==> config.mk <==
export PLATFORM = sky130hd
export DESIGN_NAME = loop_fetch_sequencer_flat
export DESIGN_NICKNAME = d
export VERILOG_FILES = /design/src/rtl/loop_fetch_if.sv /design/src/rtl/loop_fetch_sequencer.sv /design/src/flat_wrapper.sv
export SDC_FILE = /design/constraint.sdc
export NUM_CORES = 1
export LEC_CHECK = 0
export BUFFER_PORTS_ARGS = -buffer_cell sky130_fd_sc_hd__clkbuf_2
export CAP_MARGIN = 15
export CORE_ASPECT_RATIO = 0.75
export CORE_MARGIN = 4
export CORE_UTILIZATION = 35
export CTS_BUF_LIST = sky130_fd_sc_hd__clkbuf_2 sky130_fd_sc_hd__clkbuf_4 sky130_fd_sc_hd__clkbuf_8
export DETAILED_ROUTE_END_ITERATION = 10
export MAX_ROUTING_LAYER = met4
export PLACE_DENSITY = 0.6
export SLEW_MARGIN = 20
export SYNTH_ARGS = -nofsm -noshare
export SYNTH_HDL_FRONTEND = slang
export SYNTH_SLANG_ARGS = --single-unit
==> constraint.sdc <==
create_clock -name clk -period 5.3 [get_ports clk]
set_clock_uncertainty 0.2 [all_clocks]
set_input_delay 0.795 -clock clk [delete_from_list [all_inputs] [get_ports clk]]
set_output_delay 0.795 -clock clk [all_outputs]
set_load 0.005 [all_outputs]
==> src/rtl/loop_fetch_if.sv <==
// Handshake bundle between the fetch/decode side and loop_fetch_sequencer.
// The master drives the decoded instruction; the slave returns the PC controls.
interface loop_fetch_if #(
    parameter int PC_WIDTH = 16
);
    logic [PC_WIDTH-1:0] pc;
    logic                is_open;
    logic                is_close;
    logic                cell_zero;
    logic                stall;
    logic                pc_src;
    logic                pc_write;
    logic [PC_WIDTH-1:0] pc_loaded;
    logic                exec_en;
    logic                error;
    logic                halted;

    modport master (
        output pc, is_open, is_close, cell_zero, stall,
        input  pc_src, pc_write, pc_loaded, exec_en, error, halted
    );

    modport slave (
        input  pc, is_open, is_close, cell_zero, stall,
        output pc_src, pc_write, pc_loaded, exec_en, error, halted
    );
endinterface

==> src/rtl/loop_fetch_sequencer.sv <==
// '[' / ']' loop sequencer for the BeeF fetch unit: return-address stack plus forward-skip scanner.
// Define LOOP_FETCH_SEQ_DEBUG_EN to expose dbg_sp, dbg_skip_cnt and dbg_state.
module loop_fetch_sequencer #(
    parameter int PC_WIDTH    = 16,
    parameter int STACK_DEPTH = 16,
    parameter int SKIP_W      = 8
) (
    input  logic clk,
    input  logic reset,
    loop_fetch_if.slave bus
`ifdef LOOP_FETCH_SEQ_DEBUG_EN
    ,
    output logic [$clog2(STACK_DEPTH):0] dbg_sp,
    output logic [SKIP_W-1:0]            dbg_skip_cnt,
    output logic [1:0]                   dbg_state
`endif
);
    localparam int IDX_W = $clog2(STACK_DEPTH);
    localparam int SP_W  = IDX_W + 1;
    localparam logic [SP_W-1:0]   SP_FULL  = SP_W'(STACK_DEPTH);
    localparam logic [SKIP_W-1:0] SKIP_MAX = '1;

    typedef enum logic [1:0] {
        RUN  = 2'd0,
        SKIP = 2'd1,
        ERR  = 2'd2
    } state_t;

    state_t              state, state_nxt;
    logic [SP_W-1:0]     sp, sp_nxt;
    logic [SKIP_W-1:0]   skip_cnt, skip_nxt;
    logic [PC_WIDTH-1:0] stack [STACK_DEPTH];

    logic                push_en;
    logic                pc_write_c;
    logic                pc_src_c;
    logic                exec_en_c;
    logic [IDX_W-1:0]    top_idx;
    logic                stack_full;
    logic                stack_empty;

    // sp counts entries, so the top of stack lives one slot below it
    assign top_idx     = sp[IDX_W-1:0] - IDX_W'(1);
    assign stack_full  = (sp == SP_FULL);
    assign stack_empty = (sp == '0);

    always_ff @(posedge clk) begin
        if (reset) begin
            state    <= RUN;
            sp       <= '0;
            skip_cnt <= '0;
        end else begin
            state    <= state_nxt;
            sp       <= sp_nxt;
            skip_cnt <= skip_nxt;
        end
    end

    always_ff @(posedge clk) begin
        if (push_en) begin
            stack[sp[IDX_W-1:0]] <= bus.pc;
        end
    end

    always_comb begin
        state_nxt  = state;
        sp_nxt     = sp;
        skip_nxt   = skip_cnt;
        push_en    = 1'b0;
        pc_write_c = 1'b0;
        pc_src_c   = 1'b0;
        exec_en_c  = 1'b0;

        case (state)
            RUN: begin
                if (!bus.stall) begin
                    if (bus.is_open && bus.is_close) begin
                        state_nxt = ERR;
                    end else if (bus.is_open) begin
                        if (bus.cell_zero) begin
                            state_nxt  = SKIP;
                            skip_nxt   = SKIP_W'(1);
                            pc_write_c = 1'b1;
                        end else if (stack_full) begin
                            state_nxt = ERR;
                        end else begin
                            push_en    = 1'b1;
                            sp_nxt     = sp + SP_W'(1);
                            pc_write_c = 1'b1;
                            exec_en_c  = 1'b1;
                        end
                    end else if (bus.is_close) begin
                        if (stack_empty) begin
                            state_nxt = ERR;
                        end else if (bus.cell_zero) begin
                            sp_nxt     = sp - SP_W'(1);
                            pc_write_c = 1'b1;
                            exec_en_c  = 1'b1;
                        end else begin
                            pc_src_c   = 1'b1;
                            pc_write_c = 1'b1;
                            exec_en_c  = 1'b1;
                        end
                    end else begin
                        pc_write_c = 1'b1;
                        exec_en_c  = 1'b1;
                    end
                end
            end

            // Skipping ignores stall: nothing commits, so the scan can always advance
            SKIP: begin
                pc_write_c = 1'b1;
                if (bus.is_open) begin
                    if (skip_cnt == SKIP_MAX) begin
                        state_nxt = ERR;
                    end else begin
                        skip_nxt = skip_cnt + SKIP_W'(1);
                    end
                end else if (bus.is_close) begin
                    if (skip_cnt == SKIP_W'(1)) begin
                        skip_nxt  = '0;
                        state_nxt = RUN;
                    end else begin
                        skip_nxt = skip_cnt - SKIP_W'(1);
                    end
                end
            end

            ERR: begin
                state_nxt = ERR;
            end

            default: begin
                state_nxt = ERR;
            end
        endcase

        if (reset) begin
            push_en    = 1'b0;
            pc_write_c = 1'b0;
            pc_src_c   = 1'b0;
            exec_en_c  = 1'b0;
        end
    end

    assign bus.pc_write  = pc_write_c;
    assign bus.pc_src    = pc_src_c;
    assign bus.exec_en   = exec_en_c;
    assign bus.pc_loaded = pc_src_c ? (stack[top_idx] + PC_WIDTH'(1)) : '0;
    assign bus.error     = (state == ERR) && !reset;
    assign bus.halted    = (state == ERR) && !reset;

`ifdef LOOP_FETCH_SEQ_DEBUG_EN
    assign dbg_sp       = sp;
    assign dbg_skip_cnt = skip_cnt;
    assign dbg_state    = state;
`endif
endmodule

==> src/flat_wrapper.sv <==
// flat-port wrapper written by rule: the top's interface ports become plain ports
module loop_fetch_sequencer_flat 
#(
    parameter int PC_WIDTH    = 16,
    parameter int STACK_DEPTH = 16,
    parameter int SKIP_W      = 8
)
  (clk, reset, bus_pc, bus_is_open, bus_is_close, bus_cell_zero, bus_stall, bus_pc_src, bus_pc_write, bus_pc_loaded, bus_exec_en, bus_error, bus_halted);
  loop_fetch_if #(.PC_WIDTH(PC_WIDTH)) bus_i ();
  input  logic clk;
  input  logic reset;
  input wire logic [$bits(bus_i.pc)-1:0] bus_pc;
  input wire logic [$bits(bus_i.is_open)-1:0] bus_is_open;
  input wire logic [$bits(bus_i.is_close)-1:0] bus_is_close;
  input wire logic [$bits(bus_i.cell_zero)-1:0] bus_cell_zero;
  input wire logic [$bits(bus_i.stall)-1:0] bus_stall;
  output wire logic [$bits(bus_i.pc_src)-1:0] bus_pc_src;
  output wire logic [$bits(bus_i.pc_write)-1:0] bus_pc_write;
  output wire logic [$bits(bus_i.pc_loaded)-1:0] bus_pc_loaded;
  output wire logic [$bits(bus_i.exec_en)-1:0] bus_exec_en;
  output wire logic [$bits(bus_i.error)-1:0] bus_error;
  output wire logic [$bits(bus_i.halted)-1:0] bus_halted;
  assign bus_i.pc = bus_pc;
  assign bus_i.is_open = bus_is_open;
  assign bus_i.is_close = bus_is_close;
  assign bus_i.cell_zero = bus_cell_zero;
  assign bus_i.stall = bus_stall;
  assign bus_pc_src = bus_i.pc_src;
  assign bus_pc_write = bus_i.pc_write;
  assign bus_pc_loaded = bus_i.pc_loaded;
  assign bus_exec_en = bus_i.exec_en;
  assign bus_error = bus_i.error;
  assign bus_halted = bus_i.halted;
  loop_fetch_sequencer #(.PC_WIDTH(PC_WIDTH), .STACK_DEPTH(STACK_DEPTH), .SKIP_W(SKIP_W)) u_core (.clk(clk), .reset(reset), .bus(bus_i));
endmodule
# After elaboration in Yosys (flattened, before gate mapping)

Memories as Yosys holds them, arrays and structs flattened.
Index checks and enable logic that the tools add are counted.

Memories: 1
Latch bits: 0
Memory bits (read-only): 0
Memory bits (writable): 256
Flip-flop bits (word level): 15
Word-level logic and storage cells: 100

$lt $le $gt $ge: 0
Multipliers: 0
Reductions and logical operators: 11
Mux-type cells: 58
Bitwise logic cells: 2
$add $sub $neg: 6
Div/mod/pow operators: 0
Eq/ne operators: 19
Shift-type cells: 0

Memory list:

| name         | words | width | rd ports | clocked after memory_dff | write ports | line                       | RTL |
|---|---|---|---|---|---|---|---|
| u_core.stack | 16    | 16    | 1        | 0                        | 1           | loop_fetch_sequencer.sv:32 | `logic [PC_WIDTH-1:0] stack [STACK_DEPTH];` |

Operator list:

| kind                    | number |
|---|---|
| $mux W8                 | 8 |
| $mux W5                 | 6 |
| $mux W1                 | 29 |
| $mux W2                 | 11 |
| $add A16 B1 Y16 const B | 1 |
| $mux W16                | 1 |
| $pmux W8 S2             | 1 |
| $ne A2 B2 Y1 const B    | 7 |
| $reduce_and A7 Y1       | 2 |
| $add A8 B1 Y8 const B   | 1 |
| $eq A8 B1 Y1 const B    | 1 |
| $eq A8 B8 Y1 const B    | 1 |
| $reduce_and A8 Y1       | 1 |
| $sub A8 B1 Y8 const B   | 1 |
| $ne A3 B2 Y1 const B    | 2 |
| $ne A3 B3 Y1 const B    | 2 |
| $reduce_bool A2 Y1      | 3 |
| $add A5 B1 Y5 const B   | 1 |
| $eq A5 B5 Y1 const B    | 1 |
| $logic_not A5 Y1        | 1 |
| $ne A5 B3 Y1 const B    | 1 |
| $sub A5 B1 Y5 const B   | 1 |
| $ne A4 B2 Y1 const B    | 1 |
| $ne A4 B3 Y1 const B    | 1 |
| 9 further kinds         | 11 |

# Logic depth before layout (Yosys ltp)

Word-level depth: 10
Gate-level depth with buffers: 18
Mapped depth without buffers: 12

# Worst setup path after synthesis

No wires, ideal clock.

Kind: reg2out
Start point: register u_core.sp[0]
End point: output port bus_pc_loaded[15]
Cell stages (with the launch flop): 14
Data arrival time: 4.029 ns
Setup slack: 0.276 ns
Cells stage by stage: dfxtp_1 > buf_6 > buf_8 > buf_8 > inv_1 > ha_1 > xnor2_1 > mux4_1 > nor4_1 > a21oi_1 > nand4bb_1 > buf_2 > or4_1 > mux2i_1

Elaborated cells on any way between the ends: 12
Classes of those cells: add/sub (2); mux (8); reduce/logical (1); memory (1)

RTL lines:

| element                  | line                        | RTL |
|---|---|---|
| start: declaration       | loop_fetch_sequencer.sv:30  | `logic [SP_W-1:0] sp, sp_nxt;` |
| start signal: assignment | loop_fetch_sequencer.sv:54  | `sp <= sp_nxt;` |
| $sub A4 B1 Y4            | loop_fetch_sequencer.sv:43  | `assign top_idx = sp[IDX_W-1:0] - IDX_W'(1);` |
| via u_core.top_idx[0]    | loop_fetch_sequencer.sv:38  | `logic [IDX_W-1:0] top_idx;` |
| $mem_v2 Z16 W16          | n/a                         |  |
| $add A16 B1 Y16          | loop_fetch_sequencer.sv:150 | `assign bus.pc_loaded = pc_src_c ? (stack[top_idx] + PC_WIDTH'(1)) : '0;` |
| $mux W16                 | loop_fetch_sequencer.sv:150 |  |
| end: declaration         | flat_wrapper.sv:19          | `output wire logic [$bits(bus_i.pc_loaded)-1:0] bus_pc_loaded;` |

The timed path passes the listed nets, and every way through them passes these cells.

# Worst setup path in the final report

Start point: register u_core.sp[2]
End point: output port bus_pc_loaded[10]

Cells in the longest elaborated chain, start to end: 9
Elaborated cells on any way between the ends: 12
Classes of those cells: add/sub (2); mux (8); reduce/logical (1); memory (1)

RTL lines:

| element                                                 | line |
|---|---|
| branches (longest 8 deep; another with $mem_v2 Z16 W16) | n/a |
| $mux W16 *                                              | loop_fetch_sequencer.sv:150 |

Every way passes the cells marked *.

==> reports/results.ini <==
[yosys]
synth_top_cell_area_share = 0.654
synthCells = 742
synth_flop_cell = edfxtp_1
synth.most_common_cell = edfxtp_1
ys_types = 60
synth_edf_count = 256
ys_seq_elements = 271
synth.yosys.seq_area_share = 0.679
syn-num-nets = 776
netlist_area_um2 = 11800
netlist_top_cells_area = edfxtp_1, mux4_2, mux2i_1
yosys_warnings = 0
async_reset_ff_frac = 0
synth_top_area_cell = edfxtp_1
avgSynthCellArea_um2 = 15.9
synth_commonest_cells = edfxtp_1, nand2_1, nor2_1

[setup_path]
arrival_ns = 4.02
start_kind = flop
path_common_cell = buf_4
crit_type = flop to output pin
crit_fanout = 43
r2r_start = u_core.state[0]$_SDFFE_PP0P_
slowest_stage = dfxtp_1
rrSetupSlack_ns = 1.83
end_kind = output pin
r2r_end = u_core.stack[15][9]$_DFFE_PP_
critPathRequiredTime_ns = 4.30
critical_path.cell_chain = buf_4 > xor2_4 > buf_12 > mux4_2 > nor2b_1 > a211oi_1 > a31oi_1 > ha_1 > nand2_1 > nor4_4 > buf_4 > buf_4 > a211o_1 > nand2_1 > clkbuf_2
crit_path_max_incr_delay_ns = 0.43
reg2reg_depth = 6

[timing]
max_freq_mhz = 199
final-max-slew-violation-count = 0
hold_viol_final = 0
grt_setup_unrepaired = no
period_share = 0.947
worst_slack_ns = 0.282
worst-slew-pin-transition_ns = 0.891
slew_headroom = 0.402
setup_viol = 0
fin_setup_tns_ns = 0
fin_crit_ns = 5.02

[layout]
diodes = 0
drive_above_1_share = 0.259
utilization = 0.412
area_growth_syn_to_layout_pct = 14.8
num-nets-final = 859

[grt]
grtUsageMet3 = 0.0310
met2_usage = 0.230
busiest_layer = met2
grt_max_degree = 77
track_usage = 0.157
grt_pass1_wl_um = 42100
gr-usage-met1 = 0.225
grt-ovfl-total = 0
antenna_found_initial = 0
grt_pass1_vias = 6741

[clock_tree]
cts-htree-levels = 2
clkTransAtPathRegs_ns = 0.06
root_buffer = clkbuf_8
clk_latency_ns = 0.56
clkSinkCount = 271
cts_made_buffers = 44
cts_tree = built
clockBufferDepth = 3
cts_hold_buf = 0

[die]
start_util = 0.359
fp.dieArea_um2 = 36600
coreArea_um2 = 32700
die_h_um = 167
io_pins = 43
std_cell_rows = 57
fp.dieW_um = 220

[flow_run]
drv_cap = 0

[place]
preCtsSetupSlack_ns = 0.302
hpwl_um = 17000
place.gp.congestion = 0.790
port_buffers = 42

[drt]
vias = 6848
dr.pass1.iters = 5
drt_wl_total_um = 27900
avgViaCountPerCell = 5.29
initialDrtViolationCount = 635
routedWlPerCell_um = 21.5
detail-route-antenna-nets = 0
drc = 0

[worst_hold_path]
whs_path_depth = 2
min_from = u_core.skip_cnt[1]$_SDFFE_PP0P_
hp-class = flop to flop
min_to = u_core.skip_cnt[1]$_SDFFE_PP0P_

[power_and_ir_drop]
vdd.ir_drop.worst_uv = 185
power_density_nw_per_um2 = 333
p_leak_uw = 0.00449

[status]
status = completed

## worst max-delay path, delay by kind of cell, from the launching register on
family / cells / cell delay [ns]
adders and majority gates: 1 / 0.29
xor gates and xnor gates: 1 / 0.17
buffers and inverters: 5 / 0.97
DFF: 1 / 0.43
AOI/OAI and AO/OA: 3 / 0.70
muxes: 1 / 0.37
and+or+nand+nor: 4 / 0.50
## metal layers
metal  part of all wire  up-vias
li1                   -     3084
met1               0.46     3474
met2               0.45      238
met3              0.066       52
met4              0.022        0
met5                  0        -
## state kept, by name, indices dropped and copies added, names as in the netlist
name	flops
u_core.skip_cnt	8
u_core.sp	5
u_core.state	2
u_core.stack	256
## per-stage QoR
step,power (uW),hold slack (ns),std cells,instance area (um2)
finish,4500,0.328,1294,13500
global route,4700,0.371,1294,13500
CTS,4550,0.327,1292,13500
detailed placement,2820,0.316,1217,12600
global placement,2810,0.316,1217,12600
floorplan,2680,0.280,742,11800
## area by class of cell
class | count | area [um2]
multi-input cells | 416 | 3590
fillers | 2982 | 19200
repair buffers | 77 | 498
clock buffers | 58 | 711
well taps | 442 | 553
inverters | 15 | 56.3
flip-flops and latches | 271 | 7990
clock inverters | 15 | 100
## cell families (layout without fill, tap and decap cells)
logic type	count (synthesis)	in the layout	share of synthesized area
buffers and inverters	55	165	0.0246
multiplexers	89	89	0.137
adder cells (fa/ha/maj)	12	12	0.0134
flip-flops	271	271	0.679
XOR/XNOR	17	17	0.0133
AO/OA/AOI/OAI	82	82	0.0462
AND/OR/NAND/NOR	216	216	0.0868
## cell usage in the layout, fill, tap and decap left out, drive strengths merged, types with 3 or more instances in the layout
cell and instances:
edfxtp 256, clkinv 11, o21ai 7, nor2 57, a31oi 8, nor4 3
nand3 20, buf 35, a21oi 32, inv 16, xnor2 12, or4 7
a2111oi 3, nand2 78, and3 7, o31ai 3, ha 11, a21o 4
clkbuf 100, nand4 7, mux2i 33, mux4 55, dfxtp 15, xor2 5
a211oi 6, nand2b 6, a221oi 6, nor3 13, nor2b 5
## power breakdown
part           leakage, uW  internal (uW)  switching (uW)
sequential         0.00242           2350            8.53
combinational      0.00164            168             260
clock             0.000426            918             802
## worst max-delay path by stage
| stage | from | to | slack [ns] | cells past startpoint |
|---|---|---|---|---|
| floorplan | u_core.sp[0]$_SDFFE_PP0P_ | bus_pc_loaded[15] | 0.28 | 13 |
| global placement | u_core.sp[1]$_SDFFE_PP0P_ | bus_pc_loaded[9] | 0.38 | 10 |
| detailed placement | u_core.sp[1]$_SDFFE_PP0P_ | bus_pc_loaded[9] | 0.30 | 10 |
| CTS | u_core.sp[0]$_SDFFE_PP0P_ | bus_pc_loaded[14] | 0.008 | 11 |
| global route | u_core.sp[1]$_SDFFE_PP0P_ | bus_pc_loaded[10] | 0.05 | 16 |
| finish | u_core.sp[2]$_SDFFE_PP0P_ | bus_pc_loaded[10] | 0.28 | 15 |
## what timing repair did
| item | in CTS | in global routing |
|---|---|---|
| pin swaps | 1 | 1 |
| endpoints found under the setup margin | 7 | 6 |
| buffers inserted | 2 | 2 |
| gates cloned | 0 | 0 |
| resized for setup | 3 | 4 |
Power figures use the tool's default switching activity.
